==> config.mk <==
export PLATFORM = sky130hd
export DESIGN_NAME = ir_frame_ctrl
export DESIGN_NICKNAME = d
export VERILOG_FILES = /design/src/rtl/ir_pkg.sv /design/src/rtl/pulse_timer.sv /design/src/rtl/ir_frame_ctrl.sv
export SDC_FILE = /design/constraint.sdc
export NUM_CORES = 1
export LEC_CHECK = 0
export ABC_AREA = 1
export BUFFER_PORTS_ARGS = -buffer_cell sky130_fd_sc_hd__buf_2
export CAP_MARGIN = 40
export CORE_AREA = 2 2 137 72
export DETAILED_ROUTE_END_ITERATION = 12
export DIE_AREA = 0 0 139 74
export GPL_ROUTABILITY_DRIVEN = 0
export SLEW_MARGIN = 20
export SYNTH_ARGS = -nofsm -noshare
export SYNTH_HDL_FRONTEND = slang
export SYNTH_SLANG_ARGS = --single-unit
==> constraint.sdc <==
create_clock -name i_clk -period 6.33 [get_ports i_clk]
set_clock_uncertainty 0.15 [all_clocks]
set_input_delay 0.3165 -clock i_clk [delete_from_list [all_inputs] [get_ports i_clk]]
set_output_delay 0.3165 -clock i_clk [all_outputs]
set_load 0.01 [all_outputs]
==> src/rtl/ir_pkg.sv <==
// Shared types, counter width and tick windows for the NEC IR frame receiver.
package ir_pkg;

  localparam int TCOUNT_W = 8;

  typedef logic [TCOUNT_W-1:0] tcount_t;

  typedef enum logic [2:0] {
    IDLE,
    LEAD_MARK,
    LEAD_SPACE,
    BIT_MARK,
    BIT_SPACE,
    STOP_MARK
  } state_t;

  // Phase windows in ticks (1 tick = 56.25 us), limits inclusive.
  localparam tcount_t LEAD_MARK_MIN  = 8'd144;
  localparam tcount_t LEAD_MARK_MAX  = 8'd176;
  localparam tcount_t FRAME_SPACE_MIN = 8'd72;
  localparam tcount_t FRAME_SPACE_MAX = 8'd88;
  localparam tcount_t REP_SPACE_MIN  = 8'd32;
  localparam tcount_t REP_SPACE_MAX  = 8'd48;
  localparam tcount_t BIT_MARK_MIN   = 8'd7;
  localparam tcount_t BIT_MARK_MAX   = 8'd13;
  localparam tcount_t ZERO_SPACE_MIN = 8'd7;
  localparam tcount_t ZERO_SPACE_MAX = 8'd13;
  localparam tcount_t ONE_SPACE_MIN  = 8'd25;
  localparam tcount_t ONE_SPACE_MAX  = 8'd35;
  localparam tcount_t STOP_MARK_MIN  = 8'd7;
  localparam tcount_t STOP_MARK_MAX  = 8'd13;

  function automatic logic in_window(tcount_t c, tcount_t lo, tcount_t hi);
    return (c >= lo) && (c <= hi);
  endfunction

endpackage

==> src/rtl/pulse_timer.sv <==
// Saturating phase-length counter: clear wins over tick, holds at all-ones.
module pulse_timer
  import ir_pkg::*;
(
  input  logic                i_clk,
  input  logic                i_reset_n,
  input  logic                i_clear,
  input  logic                i_tick,
  output logic [TCOUNT_W-1:0] o_count,
  output logic                o_sat
);

  assign o_sat = &o_count;

  // Count ticks since the last clear, stopping at saturation.
  always_ff @(posedge i_clk or negedge i_reset_n) begin
    if (!i_reset_n) begin
      o_count <= '0;
    end else if (i_clear) begin
      o_count <= '0;
    end else if (i_tick && !o_sat) begin
      o_count <= o_count + 1'b1;
    end
  end

endmodule

==> src/rtl/ir_frame_ctrl.sv <==
// NEC IR frame decoder: measures mark/space phases in ticks and checks them
// against the windows in ir_pkg.
//
// state      | meaning
// -----------+----------------------------------------------------------
// IDLE       | line idle, waiting for a falling edge
// LEAD_MARK  | timing the 9 ms leader mark
// LEAD_SPACE | timing leader space: 4.5 ms frame or 2.25 ms repeat
// BIT_MARK   | timing the 562 us mark preceding each data bit
// BIT_SPACE  | timing the data space: short = 0, long = 1
// STOP_MARK  | timing the final mark; its rising edge completes the frame
module ir_frame_ctrl
  import ir_pkg::*;
#(
  parameter int SYNC_STAGES = 2
) (
  input  logic       i_clk,
  input  logic       i_reset_n,
  input  logic       i_tick,
  input  logic       i_ir_n,
  output logic [7:0] o_addr,
  output logic [7:0] o_cmd,
  output logic       o_valid,
  output logic       o_repeat,
  output logic       o_error,
  output logic       o_busy
);

  logic [SYNC_STAGES-1:0] sync_q;
  logic                   ir_prev;
  logic                   ir_s;
  logic                   ir_edge;
  logic                   ir_fall;
  logic [TCOUNT_W-1:0]    cnt;
  logic                   cnt_sat;
  logic                   phase_ok;
  state_t                 state;
  logic [31:0]            shreg;
  logic [4:0]             bit_idx;
  logic                   is_rep;
  logic                   seen;

  assign ir_s    = sync_q[SYNC_STAGES-1];
  assign ir_edge = ir_s ^ ir_prev;
  assign ir_fall = ir_edge & ~ir_s;
  assign o_busy  = (state != IDLE);

  // Bring the asynchronous pin into the clock domain; idle line is space (1).
  always_ff @(posedge i_clk or negedge i_reset_n) begin
    if (!i_reset_n) begin
      sync_q  <= '1;
      ir_prev <= 1'b1;
    end else begin
      sync_q  <= {sync_q[SYNC_STAGES-2:0], i_ir_n};
      ir_prev <= ir_s;
    end
  end

  // Each edge restarts phase timing; a coincident tick is dropped by the clear.
  pulse_timer u_timer (
    .i_clk     (i_clk),
    .i_reset_n (i_reset_n),
    .i_clear   (ir_edge),
    .i_tick    (i_tick),
    .o_count   (cnt),
    .o_sat     (cnt_sat)
  );

  // Is the phase that is ending now inside its window?
  always_comb begin
    phase_ok = 1'b0;
    unique case (state)
      LEAD_MARK:  phase_ok = in_window(cnt, LEAD_MARK_MIN, LEAD_MARK_MAX);
      LEAD_SPACE: phase_ok = in_window(cnt, FRAME_SPACE_MIN, FRAME_SPACE_MAX) ||
                             in_window(cnt, REP_SPACE_MIN, REP_SPACE_MAX);
      BIT_MARK:   phase_ok = in_window(cnt, BIT_MARK_MIN, BIT_MARK_MAX);
      BIT_SPACE:  phase_ok = in_window(cnt, ZERO_SPACE_MIN, ZERO_SPACE_MAX) ||
                             in_window(cnt, ONE_SPACE_MIN, ONE_SPACE_MAX);
      STOP_MARK:  phase_ok = in_window(cnt, STOP_MARK_MIN, STOP_MARK_MAX);
      default:    phase_ok = 1'b0;
    endcase
  end

  // Frame sequencing, bit assembly and registered result pulses.
  always_ff @(posedge i_clk or negedge i_reset_n) begin
    if (!i_reset_n) begin
      state    <= IDLE;
      shreg    <= '0;
      bit_idx  <= '0;
      is_rep   <= 1'b0;
      seen     <= 1'b0;
      o_addr   <= '0;
      o_cmd    <= '0;
      o_valid  <= 1'b0;
      o_repeat <= 1'b0;
      o_error  <= 1'b0;
    end else begin
      o_valid  <= 1'b0;
      o_repeat <= 1'b0;
      o_error  <= 1'b0;
      if (state == IDLE) begin
        if (ir_fall) state <= LEAD_MARK;
      end else if (cnt_sat || (ir_edge && !phase_ok)) begin
        o_error <= 1'b1;
        state   <= IDLE;
      end else if (ir_edge) begin
        unique case (state)
          LEAD_MARK: state <= LEAD_SPACE;
          LEAD_SPACE: begin
            if (in_window(cnt, FRAME_SPACE_MIN, FRAME_SPACE_MAX)) begin
              state   <= BIT_MARK;
              bit_idx <= '0;
              is_rep  <= 1'b0;
            end else begin
              state  <= STOP_MARK;
              is_rep <= 1'b1;
            end
          end
          BIT_MARK: state <= BIT_SPACE;
          BIT_SPACE: begin
            shreg <= {in_window(cnt, ONE_SPACE_MIN, ONE_SPACE_MAX), shreg[31:1]};
            if (bit_idx == 5'd31) begin
              state <= STOP_MARK;
            end else begin
              state   <= BIT_MARK;
              bit_idx <= bit_idx + 5'd1;
            end
          end
          STOP_MARK: begin
            state <= IDLE;
            if (is_rep) begin
              o_repeat <= seen;
              o_error  <= ~seen;
            end else if ((shreg[7:0] == ~shreg[15:8]) &&
                         (shreg[23:16] == ~shreg[31:24])) begin
              o_valid <= 1'b1;
              o_addr  <= shreg[7:0];
              o_cmd   <= shreg[23:16];
              seen    <= 1'b1;
            end else begin
              o_error <= 1'b1;
            end
          end
          default: state <= IDLE;
        endcase
      end
    end
  end

endmodule

# Word level (Yosys, flattened, before mapping)
# Cells that the tools add are included.
totals:
  reg_bits: 72
  input_bits: 4
  out_inout_bits: 20
  elab_cells: 101
classes:
  n_addsub: 2
  magnitude_cmp: 10
  eq_ne: 11
  mux: 31
  n_bitwise: 9
  reduce_logical: 25
ops:
  columns: ["operator", "count"]
  rows:
  - ["$mux 1", 18]
  - ["$mux 3", 6]
  - ["$eq 8x8->1", 2]
  - ["$le 8x6->1 const B", 2]
  - ["$mux 8", 2]
  - ["$not 8->8", 2]
  - ["$pmux 3 s4", 1]
  - ["$reduce_and 6->1", 2]
  - ["$mux 5", 2]
  - ["$pmux 5 s2", 1]
  - ["$add 8x1->8 const B", 1]
  - ["$ge 8x3->1 const B", 1]
  - ["$ge 8x5->1 const B", 1]
  - ["$ge 8x6->1 const B", 1]
  - ["$ge 8x7->1 const B", 1]
  - ["$ge 8x8->1 const B", 1]
  - ["$le 8x4->1 const B", 1]
  - ["$le 8x7->1 const B", 1]
  - ["$le 8x8->1 const B", 1]
  - ["$logic_and 1x1->1", 8]
  - ["$reduce_and 4->1", 2]
  - ["$reduce_and 8->1", 1]
  - ["$eq 3x2->1 const B", 2]
  - ["$eq 3x3->1 const B", 2]
  - ["other kinds (15)", 26]

# Longest topological paths before layout
# Gate-level depths: netlist (run 1).
depth:
  depth_word: 9
  depth_mapped: 14
  depth_no_buf: 14

# Hierarchy
# Synthesis (run 1) repeated with hierarchy kept, for this count alone.
hier_totals:
  hier_cells: 478
  area_unflattened_um2: 3947.5
modules_own_cells:
  columns: ["module", "n_inst", "cells_each", "area_each_um2", "seq_area_each_um2"]
  rows:
  - ["ir_frame_ctrl", 1, 408, 3439.5, 1605.3]
  - ["pulse_timer", 1, 70, 508.0, 200.2]

# Least setup slack after synthesis (run 1)
# OpenSTA, ideal clock, no wires.
synth_timing:
  path_type: "register -> register"
  start: "reg sync_q[1]"
  end: "reg bit_idx[1]"
  setup_time_ns: 0.121
  arrival_ns: 1.937
  required_time_ns: 6.059
  setup_slack_ns: 4.122
  path_stages_with_launch: 11
  n_path_buf: 2
  period_less_slack_ns: 2.208
  path_cell_list: "dfstp_2 inv_1 ha_1 clkbuf_1 inv_1 clkbuf_1 nand2_1 nor2_1 nand2_1 nand2_1 o21ai_1"
synth_between:
  elab_chain_len: 5
synth_lines:
  columns: ["element", "line_no", "text"]
  rows:
  - ["start, declared", "ir_frame_ctrl.sv:29", "logic [SYNC_STAGES-1:0] sync_q;"]
  - ["start signal, assigned", "ir_frame_ctrl.sv:54", "sync_q <= {sync_q[SYNC_STAGES-2:0], i_ir_n};"]
  - ["$xor 1x1->1 (*)", "ir_frame_ctrl.sv:44", "assign ir_edge = ir_s ^ ir_prev;"]
  - ["$logic_and 1x1->1", "ir_frame_ctrl.sv:103", "end else if (cnt_sat || (ir_edge && !phase_ok)) begin"]
  - ["$logic_or 1x1->1", "ir_frame_ctrl.sv:103", null]
  - ["$not 1->1 (no source line)", null, null]
  - ["$reduce_and 6->1 (no source line) (*)", null, null]
  - ["end signal, assigned", "ir_frame_ctrl.sv:126", "bit_idx <= bit_idx + 5'd1;"]
  - ["end, declared", "ir_frame_ctrl.sv:39", "logic [4:0] bit_idx;"]
# Mark *: on every way between the ends. The rest lies on a longest branch, timed or not.
# A chain may end at the register's enable or synchronous reset.

# Worst setup path in the final report (run 1)
layout_timing:
  start: "reg sync_q[1]"
  end: "reg shreg[10]"
layout_between:
  elab_chain_len: 5
layout_lines:
  columns: ["element", "line_no", "text"]
  rows:
  - ["$xor 1x1->1 (*)", "ir_frame_ctrl.sv:44", null]
  - ["$logic_and 1x1->1", "ir_frame_ctrl.sv:103", null]
  - ["$logic_or 1x1->1", "ir_frame_ctrl.sv:103", null]
  - ["$not 1->1 (no source line)", null, null]
  - ["$reduce_and 4->1 (no source line) (*)", null, null]
  - ["end signal, assigned", "ir_frame_ctrl.sv:121", "shreg <= {in_window(cnt, ONE_SPACE_MIN, ONE_SPACE_MAX), shreg[31:1]};"]
  - ["end, declared", "ir_frame_ctrl.sv:38", "logic [31:0] shreg;"]
# Marks and branches as above.

==> reports/metrics.cfg, run 1 <==
[finish]
areaGrowthSynthToFinish_pct = 16.17
antenna_cells = 0
finish.net_count = 491
post_route_cells_drive_above_1_share_pct = 13.37

[setup_path]
critical_path_peak_fanout = 32
r2r_start = sync_q[1]$_DFF_PN1_
critical_path.endpoint_type = register
cp_slowest_cell = sky130_fd_sc_hd__dfstp_2
timing.critical_path.required_ps = 6390
max_stage_delay_ps = 520
cp-startpoint = sync_q[1]$_DFF_PN1_
path_cells = inv_1 > ha_1 > inv_1 > nand4_4 > nand2_4 > inv_4 > nand3_2 > nand2_1 > nand2_1
cp.arrival_ps = 2920
setup.worst_path.class = reg -> reg
critPathLaunchType = register

[synth]
post_synth_inst_count = 453
netlist_area_um2 = 3545
post_synth.cell_area_avg_um2 = 7.825
yosys.area.top_type = sky130_fd_sc_hd__dfrtp_1
netlist_top_cells_area = sky130_fd_sc_hd__dfrtp_1, sky130_fd_sc_hd__nand2_1, sky130_fd_sc_hd__nor2_1
ys_warn_count = 0
synth.yosys.seq_area_share_pct = 50.94
netlist.area_leader.share_pct = 48.71
ys_ff_latch = 72
ys_types = 37
synthesis.nets = 463

[sta]
rsz0062_at_grt = no
timing.final.crit_period_ps = 2860
max_slew.worst_pin.slew_ps = 644.9
max-slew-margin-rel_pct = 56.96
setup_viol_count_final = 0
timing.final.crit_share_pct = 45.19
clock.fmax_mhz = 349.6
timing.setup.tns_ps = 0
timing_max_transition_violations_final = 0
hold_viol = 0

[run_status]
outcome = complete, no violations

[power]
total_power_mw = 1.200
peakVddDrop_mv = 0.2100
power_density_of_the_placed_cells_nw_per_um2 = 291.3
power.leakage_nw = 2.187

[clock_network]
clk_transition_reported_paths_ps = 60
htreeDepth = 3
clock_insertion_delay_worst_skew_ps = 330
clock_path_buffers = 2
clock_sinks = 72
tritoncts = yes
post_cts.resized_instances = 0
cts-root-buf = sky130_fd_sc_hd__clkbuf_16
tritoncts_buffer_count = 9

[placed_design]
io_buffer_count = 23
hpwlAfterDp_um = 5681

[floorplan]
floorplan.io_pins = 24
chipWidth_um = 139
num_rows = 25
fp.dieArea_um2 = 10290
floorplan.initialDensity_pct = 38.81
core_region_area_um2 = 9134
die_height_um = 74

[drt]
highest_layer = met4
dr_total_vias = 2856
initialDrtViolationCount = 337
wl_met1_um = 4382
detailroute.wirelength.met2_um = 2843
route.antenna.remaining_nets = 0
wl_per_cell_um = 12.80
wl_um = 7768
met3WireLength_um = 453
vias_per_cell = 4.705
remaining_routing_drc_violations = 0
detailedRoute.firstPassIterationCount = 8

[hold_path]
worstHoldPathType = in -> reg
min_from = i_tick

[global_route]
vias_in_the_first_global_route = 2543
grt_pass1_wl_um = 13080
gr-total-overflow = 0
grt_antenna_before_repair = 0
grt_util_all_layers_pct = 16.44
grt_start_max_net_pins = 48

[flow_run]
max-cap-violations = 0

## sequential cells by signal, indices dropped and copies added (netlist names)
signal	cells
bit_idx	5
o_repeat	1
shreg	32
state	3
o_error	1
o_cmd	8
o_addr	8
ir_prev	1
o_valid	1
is_rep	1
u_timer.o_count	8
sync_q	2
seen	1
## final timing paths
check                                                 end  slack (ps)  cells after the start
setup / recovery                    shreg[10]$_DFFE_PN0P_        3470                      9
hold / removal             u_timer.o_count[1]$_DFFE_PN0P_         200                      4
setup reg to reg                    shreg[10]$_DFFE_PN0P_        3470                      9
hold reg to reg                       sync_q[1]$_DFF_PN1_         200                      0
max in group asynchronous           o_addr[6]$_DFFE_PN0P_        5120                      4
min in group asynchronous  u_timer.o_count[7]$_DFFE_PN0P_         370                      3
## metrics by stage
stage / hold slack, ps / cells / setup WS, ps / util (%) / cell area, um^2
global route: 205.8 / 607 / 3217 / 45.08 / 4118
global placement: 197.2 / 587 / 3424 / 41.14 / 3757
floorplan: -129.1 / 453 / 4122 / - / 3545
finish: 197.9 / 607 / 3470 / 45.08 / 4118
detailed placement: 187.5 / 589 / 3485 / 41.60 / 3800
CTS: 176.7 / 607 / 3472 / 45.08 / 4118
## cell families (layout without fill, tap and decap cells)
| family | Yosys count | after routing | synth area share [%] |
|---|---|---|---|
| buffers and inverters | 48 | 81 | 5.718 |
| xor gates and xnor gates | 6 | 6 | 1.483 |
| and+or+nand+nor | 292 | 292 | 34.80 |
| adders and majority gates | 6 | 6 | 2.118 |
| AOI/OAI and AO/OA | 29 | 29 | 4.942 |
| DFF | 72 | 72 | 50.94 |
## layout make-up
cell class | instances | area [um^2]
Clock inverter | 7 | 72.57
Timing Repair Buffer | 28 | 185.2
Inverter | 37 | 141.4
Clock buffer | 9 | 225.2
Fill cell | 916 | 5016
Sequential cell | 72 | 1805
Tap cell | 121 | 151.4
Multi-Input combinational cell | 333 | 1536
## cells in the mapped netlist, drive strengths merged
master	count
xor2	3
o2111ai	1
nand4	5
nor3b	1
xnor2	3
nor3	7
buf	9
clkbuf	2
o22ai	2
dfstp	3
o21ai	13
dfrtp	69
o21bai	1
a221oi	2
ha	6
inv	37
or2	2
a211oi	1
a21boi	1
nand2	220
a21oi	6
nor2	36
nand3	21
o211ai	2
## critical path: cells and delay by family, from the launching register on
kind | cells | cell delay (ps)
and+or+nand+nor | 5 | 1130
DFF | 1 | 520
adders and majority gates | 1 | 460
buffers and inverters | 3 | 460
## per-layer routing
metal,track usage (%),up-vias
met5,0,-
li1,-,1473
met1,26.41,1287
met2,20.80,88
met3,4.379,8
met4,5.387,0
## placed cells by master, fill, tap and decap left out, types with 2 or more instances in the layout
master	synthesis	routed
sky130_fd_sc_hd__o21ai_1	2	2
sky130_fd_sc_hd__dfstp_2	3	3
sky130_fd_sc_hd__clkbuf_16	0	9
sky130_fd_sc_hd__inv_2	4	4
sky130_fd_sc_hd__ha_1	6	6
sky130_fd_sc_hd__nand2_1	218	218
sky130_fd_sc_hd__a221oi_1	2	2
sky130_fd_sc_hd__o21ai_0	11	11
sky130_fd_sc_hd__nand3_1	17	17
sky130_fd_sc_hd__clkinvlp_4	0	2
sky130_fd_sc_hd__clkinv_2	0	2
sky130_fd_sc_hd__or2_2	2	2
sky130_fd_sc_hd__xnor2_1	3	3
sky130_fd_sc_hd__o211ai_1	2	2
sky130_fd_sc_hd__dfrtp_1	69	69
sky130_fd_sc_hd__a21oi_1	5	5
sky130_fd_sc_hd__clkinv_4	0	2
sky130_fd_sc_hd__inv_1	32	32
sky130_fd_sc_hd__nand3_2	4	4
sky130_fd_sc_hd__nor2_1	34	34
sky130_fd_sc_hd__nor3_1	4	4
sky130_fd_sc_hd__dlygate4sd3_1	0	2
sky130_fd_sc_hd__buf_2	7	23
sky130_fd_sc_hd__o22ai_1	2	2
sky130_fd_sc_hd__nand4_1	4	4
sky130_fd_sc_hd__xor2_1	3	3
sky130_fd_sc_hd__nor2_4	2	2
sky130_fd_sc_hd__nor3_2	2	2
## repair_timing
| action | 4_1_cts | 5_1_grt |
|---|---|---|
| endpoints found under the hold margin | 23 | 0 |
| hold buffers | 2 | 0 |
| buffers inserted | 0 | 0 |
## where the power goes
part           total [mW]  leakage, nW  internal (mW)  switching, mW
clock               0.497        0.141          0.305          0.193
sequential          0.507        0.986          0.482         0.0255
combinational       0.195         1.06         0.0573          0.138
total                1.20         2.19          0.844          0.356
Note: power is estimated with default switching activity, not from simulation.
==> run 2, diff against run 1 <==
==> constraint.sdc (replaced) <==
create_clock -name i_clk -period 2.9 [get_ports i_clk]
set_clock_uncertainty 0.15 [all_clocks]
set_input_delay 0.145 -clock i_clk [delete_from_list [all_inputs] [get_ports i_clk]]
set_output_delay 0.145 -clock i_clk [all_outputs]
set_load 0.01 [all_outputs]
==> run 2 against run 1 <==
Net effect: sequential power increased by 120%; largest power group is now clock; die area unchanged; largest cell class unchanged; critical path type unchanged; first-iteration DRC count decreased by 20%.
==> reports/metrics.cfg, run 2 (synthesis results as in run 1) <==
[setup_path]
timing.critical_path.required_ps = 3020  ; -3370 ps
cp.arrival_ps = 2710  ; -210 ps
crit-reg2reg-capture = shreg[8]$_DFFE_PN0P_
critPathLaunchType = register
critical_path.endpoint = shreg[8]$_DFFE_PN0P_
reg2reg_setup_slack_ps = 310  ; -3160 ps
critical_path_peak_fanout = 32  ; unchanged
r2r_start = sync_q[1]$_DFF_PN1_
setup.worst_path.class = reg -> reg
cp-startpoint = sync_q[1]$_DFF_PN1_
critical_path.endpoint_type = register
ff_to_ff_path_depth = 10  ; +1

[floorplan]
floorplan.io_pins = 24  ; unchanged
die_height_um = 74  ; unchanged
num_rows = 25  ; unchanged
chipWidth_um = 139  ; unchanged
fp.dieArea_um2 = 10290  ; unchanged
floorplan.initialDensity_pct = 38.81  ; unchanged
core_region_area_um2 = 9134  ; unchanged

[finish]
post_route_cells_drive_above_1_share_pct = 13.52  ; +0.15 points
most_common_cell_after_layout_fill_and_taps_aside = sky130_fd_sc_hd__nand2_1
largest-register = shreg
areaGrowthSynthToFinish_pct = 18.07
largest_register_ff_count = 32  ; unchanged
final_cell_mix = sky130_fd_sc_hd__nand2_1, sky130_fd_sc_hd__dfrtp_1, sky130_fd_sc_hd__nor2_1, sky130_fd_sc_hd__inv_1, sky130_fd_sc_hd__buf_2
finished_core_util_pct = 45.82  ; +0.74 points
finish.net_count = 493  ; +0.41%
antenna_cells = 0  ; unchanged

[global_route]
grt_antenna_before_repair = 0  ; unchanged
vias_in_the_first_global_route = 2581  ; +1.5%
grt_pass1_wl_um = 13170  ; +0.69%
grt_util_all_layers_pct = 16.65  ; +0.22 points
gr-total-overflow = 0  ; unchanged
grt_start_max_net_pins = 49  ; +2.1%

[drt]
wl_per_cell_um = 13.10  ; +2.4%
route.antenna.remaining_nets = 0  ; unchanged
remaining_routing_drc_violations = 0  ; unchanged
vias_per_cell = 4.772  ; +1.4%
dr_total_vias = 2906  ; +1.8%
detailedRoute.firstPassIterationCount = 4  ; -4
wl_um = 7978  ; +2.7%
initialDrtViolationCount = 270  ; -20%

[clock_network]
clock_path_buffers = 2  ; unchanged
clk_transition_reported_paths_ps = 60  ; about the same
cts-root-buf = sky130_fd_sc_hd__clkbuf_16
tritoncts = yes
post_cts.resized_instances = 0  ; unchanged
clock_sinks = 72  ; unchanged
htreeDepth = 3  ; unchanged
cts_setup_buffers = 0  ; unchanged
clock_insertion_delay_worst_skew_ps = 330  ; about the same
tritoncts_buffer_count = 9  ; unchanged

[sta]
max-slew-margin-rel_pct = 64.76  ; +7.8 points
timing_max_transition_violations_final = 0  ; unchanged
max_slew.worst_pin.slew_ps = 527.5  ; -117.4 ps
timing.final.crit_period_ps = 2592  ; -268.2 ps
timing.final.crit_share_pct = 89.38  ; +44 points
timing.setup.tns_ps = 0  ; unchanged
clock.fmax_mhz = 385.8  ; +10%
hold_viol = 0  ; unchanged
setup_viol_count_final = 0  ; unchanged
least_setup_slack_across_all_paths_after_layout_ps = 307.9  ; -3162 ps
rsz0062_at_grt = no

[placed_design]
detailedPlace.worstSlack_ps = 363.6  ; -3121 ps
hpwlAfterDp_um = 5680  ; about the same
io_buffer_count = 23  ; unchanged

[power]
power_density_of_the_placed_cells_nw_per_um2 = 674.1  ; +130%
peakVddDrop_mv = 0.3148  ; +50%
power.leakage_nw = 2.224  ; +1.7%

[run_status]
outcome = complete, no violations

[flow_run]
max-cap-violations = 0  ; unchanged

[hold_path]
worstHoldPathType = in -> async

run 2: per-layer routing:
metal / part of all wire (%) / up-vias / global-route usage (%) / wire [um]
met5: 0 / - / 0 / 0
met4: 1.3 / 0 / 6.173 / 106
met3: 7.2 / 9 / 4.894 / 578
met2: 37 / 94 / 21.57 / 2991
met1: 54 / 1327 / 25.84 / 4301
li1: - / 1476 / - / -
run 2: layout make-up:
type / instances / area [um^2]
clock buffers: 11 / 252.7
clock inverters: 5 / 102.6
fillers: 890 / 4949
multi-input cells: 333 / 1536
flip-flops and latches: 72 / 1805
inverters: 37 / 141.4
repair buffers: 30 / 195.2
well taps: 121 / 151.4
run 2: repair_timing:
action / 4_1_cts / 5_1_grt
hold buffers: 3 / 0
endpoints found under the hold margin: 26 / 0
setup endpoints to repair: 0 / 0
run 2: worst min path at each step:
stage                                                 to                 from  depth (start not counted)  slack, ps
final                     u_timer.o_count[7]$_DFFE_PN0P_            i_reset_n                          3        200
after global routing                 sync_q[1]$_DFF_PN1_  sync_q[0]$_DFF_PN1_                          0        210
after CTS                 u_timer.o_count[7]$_DFFE_PN0P_            i_reset_n                          3        190
after detailed placement          bit_idx[3]$_DFFE_PN0P_            i_reset_n                          2         20
after global placement               sync_q[0]$_DFF_PN1_               i_ir_n                          1        110
after floorplan                   bit_idx[0]$_DFFE_PN0P_            i_reset_n                          0       -300
run 2: power by group:
group | internal (mW) | total (mW) | switching [mW]
clock network | 0.885 | 1.30 | 0.411
registers | 1.05 | 1.10 | 0.0519
logic | 0.125 | 0.421 | 0.296
run 2: critical path: stages (launching register included):
cell	delay [ps]
sky130_fd_sc_hd__dfstp_2	520
sky130_fd_sc_hd__inv_1	40
sky130_fd_sc_hd__ha_1	420
sky130_fd_sc_hd__inv_1	380
sky130_fd_sc_hd__nand4_4	230
sky130_fd_sc_hd__nand2_4	140
sky130_fd_sc_hd__inv_4	70
sky130_fd_sc_hd__nand3_2	50
sky130_fd_sc_hd__buf_4	320
sky130_fd_sc_hd__nand2_1	110
sky130_fd_sc_hd__nand2_1	90
run 2: metrics by stage:
| step | instances | cell area [um^2] | total power [mW] | hold WS, ps |
|---|---|---|---|---|
| 4_1_cts | 609 | 4185 | 2.846 | 193.8 |
| 2_1_floorplan | 453 | 3545 | 1.394 | -300.6 |
| 6_report | 609 | 4185 | 2.821 | 196.8 |
| 5_1_grt | 609 | 4185 | 2.943 | 213.3 |
| 3_3_place_gp | 589 | 3772 | 1.525 | 113.8 |
| 3_5_place_dp | 590 | 3800 | 1.532 | 19.33 |
==> run 3, diff against run 2 <==
--- a/config.mk
+++ b/config.mk
@@ -8,9 +8,9 @@
 export ABC_AREA = 1
 export BUFFER_PORTS_ARGS = -buffer_cell sky130_fd_sc_hd__buf_2
 export CAP_MARGIN = 40
-export CORE_AREA = 2 2 137 72
+export CORE_AREA = 2 2 70 139
 export DETAILED_ROUTE_END_ITERATION = 12
-export DIE_AREA = 0 0 139 74
+export DIE_AREA = 0 0 72 141
 export GPL_ROUTABILITY_DRIVEN = 0
 export SLEW_MARGIN = 20
 export SYNTH_ARGS = -nofsm -noshare
==> run 3 against run 2 <==
Net effect: flip-flop and latch count is the same; power shrank 7.3%; via count shrank 2.6%; wire length shrank 12%; clock power shrank 14%; combinational power shrank 6.2%; first-iteration DRC count shrank 39%; die area shrank 1.3%; sequential share of layout area grew 0.61 points; critical path type unchanged; largest cell class unchanged.
==> reports/metrics.cfg, run 3 (synthesis results as in run 1) <==
[placed_design]
io_buffer_count = 23  ; unchanged
dp.cells = 573  ; -2.9%
placed_area_um2 = 3794  ; -0.16%
hpwlAfterDp_um = 5010  ; -12%

[setup_path]
path_depth = 9  ; -1
max_stage_delay_ps = 530  ; about the same
setup.worst_path.class = reg -> reg
ff_to_ff_path_depth = 9  ; -1
r2r_start = sync_q[1]$_DFF_PN1_
critical_path.endpoint_type = register
cp_slowest_cell = sky130_fd_sc_hd__dfstp_2
cp.arrival_ps = 2590  ; -120 ps
reg2reg_setup_slack_ps = 430  ; +120 ps
critPathLaunchType = register
path_buf_inv = 3  ; -1
crit-reg2reg-capture = o_addr[4]$_DFFE_PN0P_
timing.critical_path.required_ps = 3020  ; about the same
critical_path_peak_fanout = 18  ; -44%
cpLargestDelayFamily = simple AND/OR/NAND/NOR gates
path_cells = inv_1 > ha_1 > inv_1 > nand2_1 > nor2_1 > inv_1 > nor2_4 > nand2_1 > nand2_1
cp-startpoint = sync_q[1]$_DFF_PN1_

[power]
internal-power_mw = 1.854  ; -10%
peakVddDrop_mv = 0.3980  ; +26%
power_density_of_the_placed_cells_nw_per_um2 = 634.0  ; -5.9%
seq_power_share_pct = 42.2  ; +3.1 points
power.share.combinational_pct = 15.1  ; +0.2 points
share_clk_of_total_power_pct = 42.7  ; -3.2 points
sw_frac_of_total_pct = 29.15  ; +2.2 points
switchingPower_mw = 0.7626  ; +0.44%
power.leakage_nw = 2.207  ; -0.76%

[global_route]
grt_util_all_layers_pct = 15.13  ; -1.5 points
gr-total-overflow = 0  ; unchanged
vias_in_the_first_global_route = 2605  ; +0.93%
grt_start_max_net_pins = 46  ; -6.1%
grt_antenna_before_repair = 0  ; unchanged
grt_pass1_wl_um = 12020  ; -8.8%

[clock_network]
tritoncts = yes
clock_path_buffers = 2  ; unchanged
clock_insertion_delay_worst_skew_ps = 330  ; about the same
cts-root-buf = sky130_fd_sc_hd__clkbuf_16
holdBufCountCts = 3  ; unchanged
cts_setup_buffers = 0  ; unchanged
tritoncts_buffer_count = 9  ; unchanged
clock_sinks = 72  ; unchanged
clk_transition_reported_paths_ps = 60  ; about the same
htreeDepth = 3  ; unchanged
post_cts.resized_instances = 0  ; unchanged

[sta]
setup_viol_count_final = 0  ; unchanged
timing.setup.tns_ps = 0  ; unchanged
timing.final.crit_share_pct = 85.33  ; -4.1 points
clock.fmax_mhz = 404.1  ; +4.8%
hold_viol = 0  ; unchanged
max-slew-margin-rel_pct = 67.13  ; +2.4 points
timing.final.crit_period_ps = 2475  ; -117.6 ps
rsz0062_at_grt = no
whs_ps = 148.3  ; -48.43 ps
max_slew.worst_pin.slew_ps = 492.0  ; -35.46 ps
timing_max_transition_violations_final = 0  ; unchanged

[drt]
vias_per_cell = 4.779  ; +0.15%
dr_total_vias = 2829  ; -2.6%
initialDrtViolationCount = 166  ; -39%
wl_per_cell_um = 11.86  ; -9.5%
wl_um = 7022  ; -12%
route.antenna.remaining_nets = 0  ; unchanged
detailedRoute.firstPassIterationCount = 4  ; unchanged
remaining_routing_drc_violations = 0  ; unchanged

[finish]
antenna_cells = 0  ; unchanged
areaGrowthSynthToFinish_pct = 16.41
final_cells = 592  ; -2.8%
largest_register_ff_count = 32  ; unchanged
largest-register = shreg
fillers = 933  ; +4.8%
postLayoutCellArea_um2 = 4126  ; -1.4%
final_cell_mix = sky130_fd_sc_hd__nand2_1, sky130_fd_sc_hd__dfrtp_1, sky130_fd_sc_hd__nor2_1, sky130_fd_sc_hd__inv_1, sky130_fd_sc_hd__buf_2
finish.net_count = 493  ; unchanged
post_route_cells_drive_above_1_share_pct = 13.52  ; unchanged
most_common_cell_after_layout_fill_and_taps_aside = sky130_fd_sc_hd__nand2_1

[floorplan]
core_region_area_um2 = 9196  ; +0.68%
fp.dieArea_um2 = 10150  ; -1.3%
die_height_um = 141  ; +91%
floorplan.io_pins = 24  ; unchanged
num_rows = 50  ; +100%
floorplan.initialDensity_pct = 38.54  ; -0.26 points
chipWidth_um = 72  ; -48%

[run_status]
outcome = complete, no violations

[hold_path]
worstHoldPathType = in -> async

[flow_run]
max-cap-violations = 0  ; unchanged

-- run 3: layout make-up --
class / count / area [um^2] / area share [%]
repair buffers: 30 / 210.2 / 5.094
flip-flops and latches: 72 / 1805 / 43.75
multi-input cells: 333 / 1536 / 37.23
clock inverters: 7 / 77.57 / 1.880
inverters: 37 / 141.4 / 3.426
clock buffers: 9 / 225.2 / 5.458
well taps: 104 / 130.1 / 3.153
-- run 3: how the worst max path moves through the flow --
| stage | slack, ps | end |
|---|---|---|
| 2_1_floorplan | 690 | bit_idx[1]$_DFFE_PN0P_ |
| 3_3_place_gp | 460 | seen$_DFFE_PN0P_ |
| 3_5_place_dp | 440 | o_cmd[7]$_DFFE_PN0P_ |
| 4_1_cts | 410 | o_cmd[0]$_DFFE_PN0P_ |
| 5_1_grt | 140 | o_addr[3]$_DFFE_PN0P_ |
| 6_report | 430 | o_addr[4]$_DFFE_PN0P_ |
-- run 3: power by group through the flow --
stage / logic (mW) / registers (mW) / clock network (mW)
6_report: 0.395 / 1.10 / 1.12
5_1_grt: 0.457 / 1.11 / 1.19
4_1_cts: 0.400 / 1.10 / 1.15
3_5_place_dp: 0.396 / 1.12 / 0
3_3_place_gp: 0.389 / 1.12 / 0
2_1_floorplan: 0.281 / 1.11 / 0
-- run 3: per-layer routing --
metal	up-vias	global-route usage, %	share of wire, %
met3	13	2.788	3.0
met4	0	7.349	2.3
met1	1288	21.16	49
met2	44	22.37	46
li1	1484	-	-
met5	-	0	0
-- run 3: metrics by stage --
step / worst slack (ps) / total power, mW / utilization, %
finish: 425.4 / 2.616 / 44.87
floorplan: 691.9 / 1.394 / -
global placement: 462.7 / 1.511 / 40.95
detailed placement: 435.9 / 1.517 / 41.25
CTS: 414.1 / 2.653 / 44.87
global route: 138.6 / 2.756 / 44.87
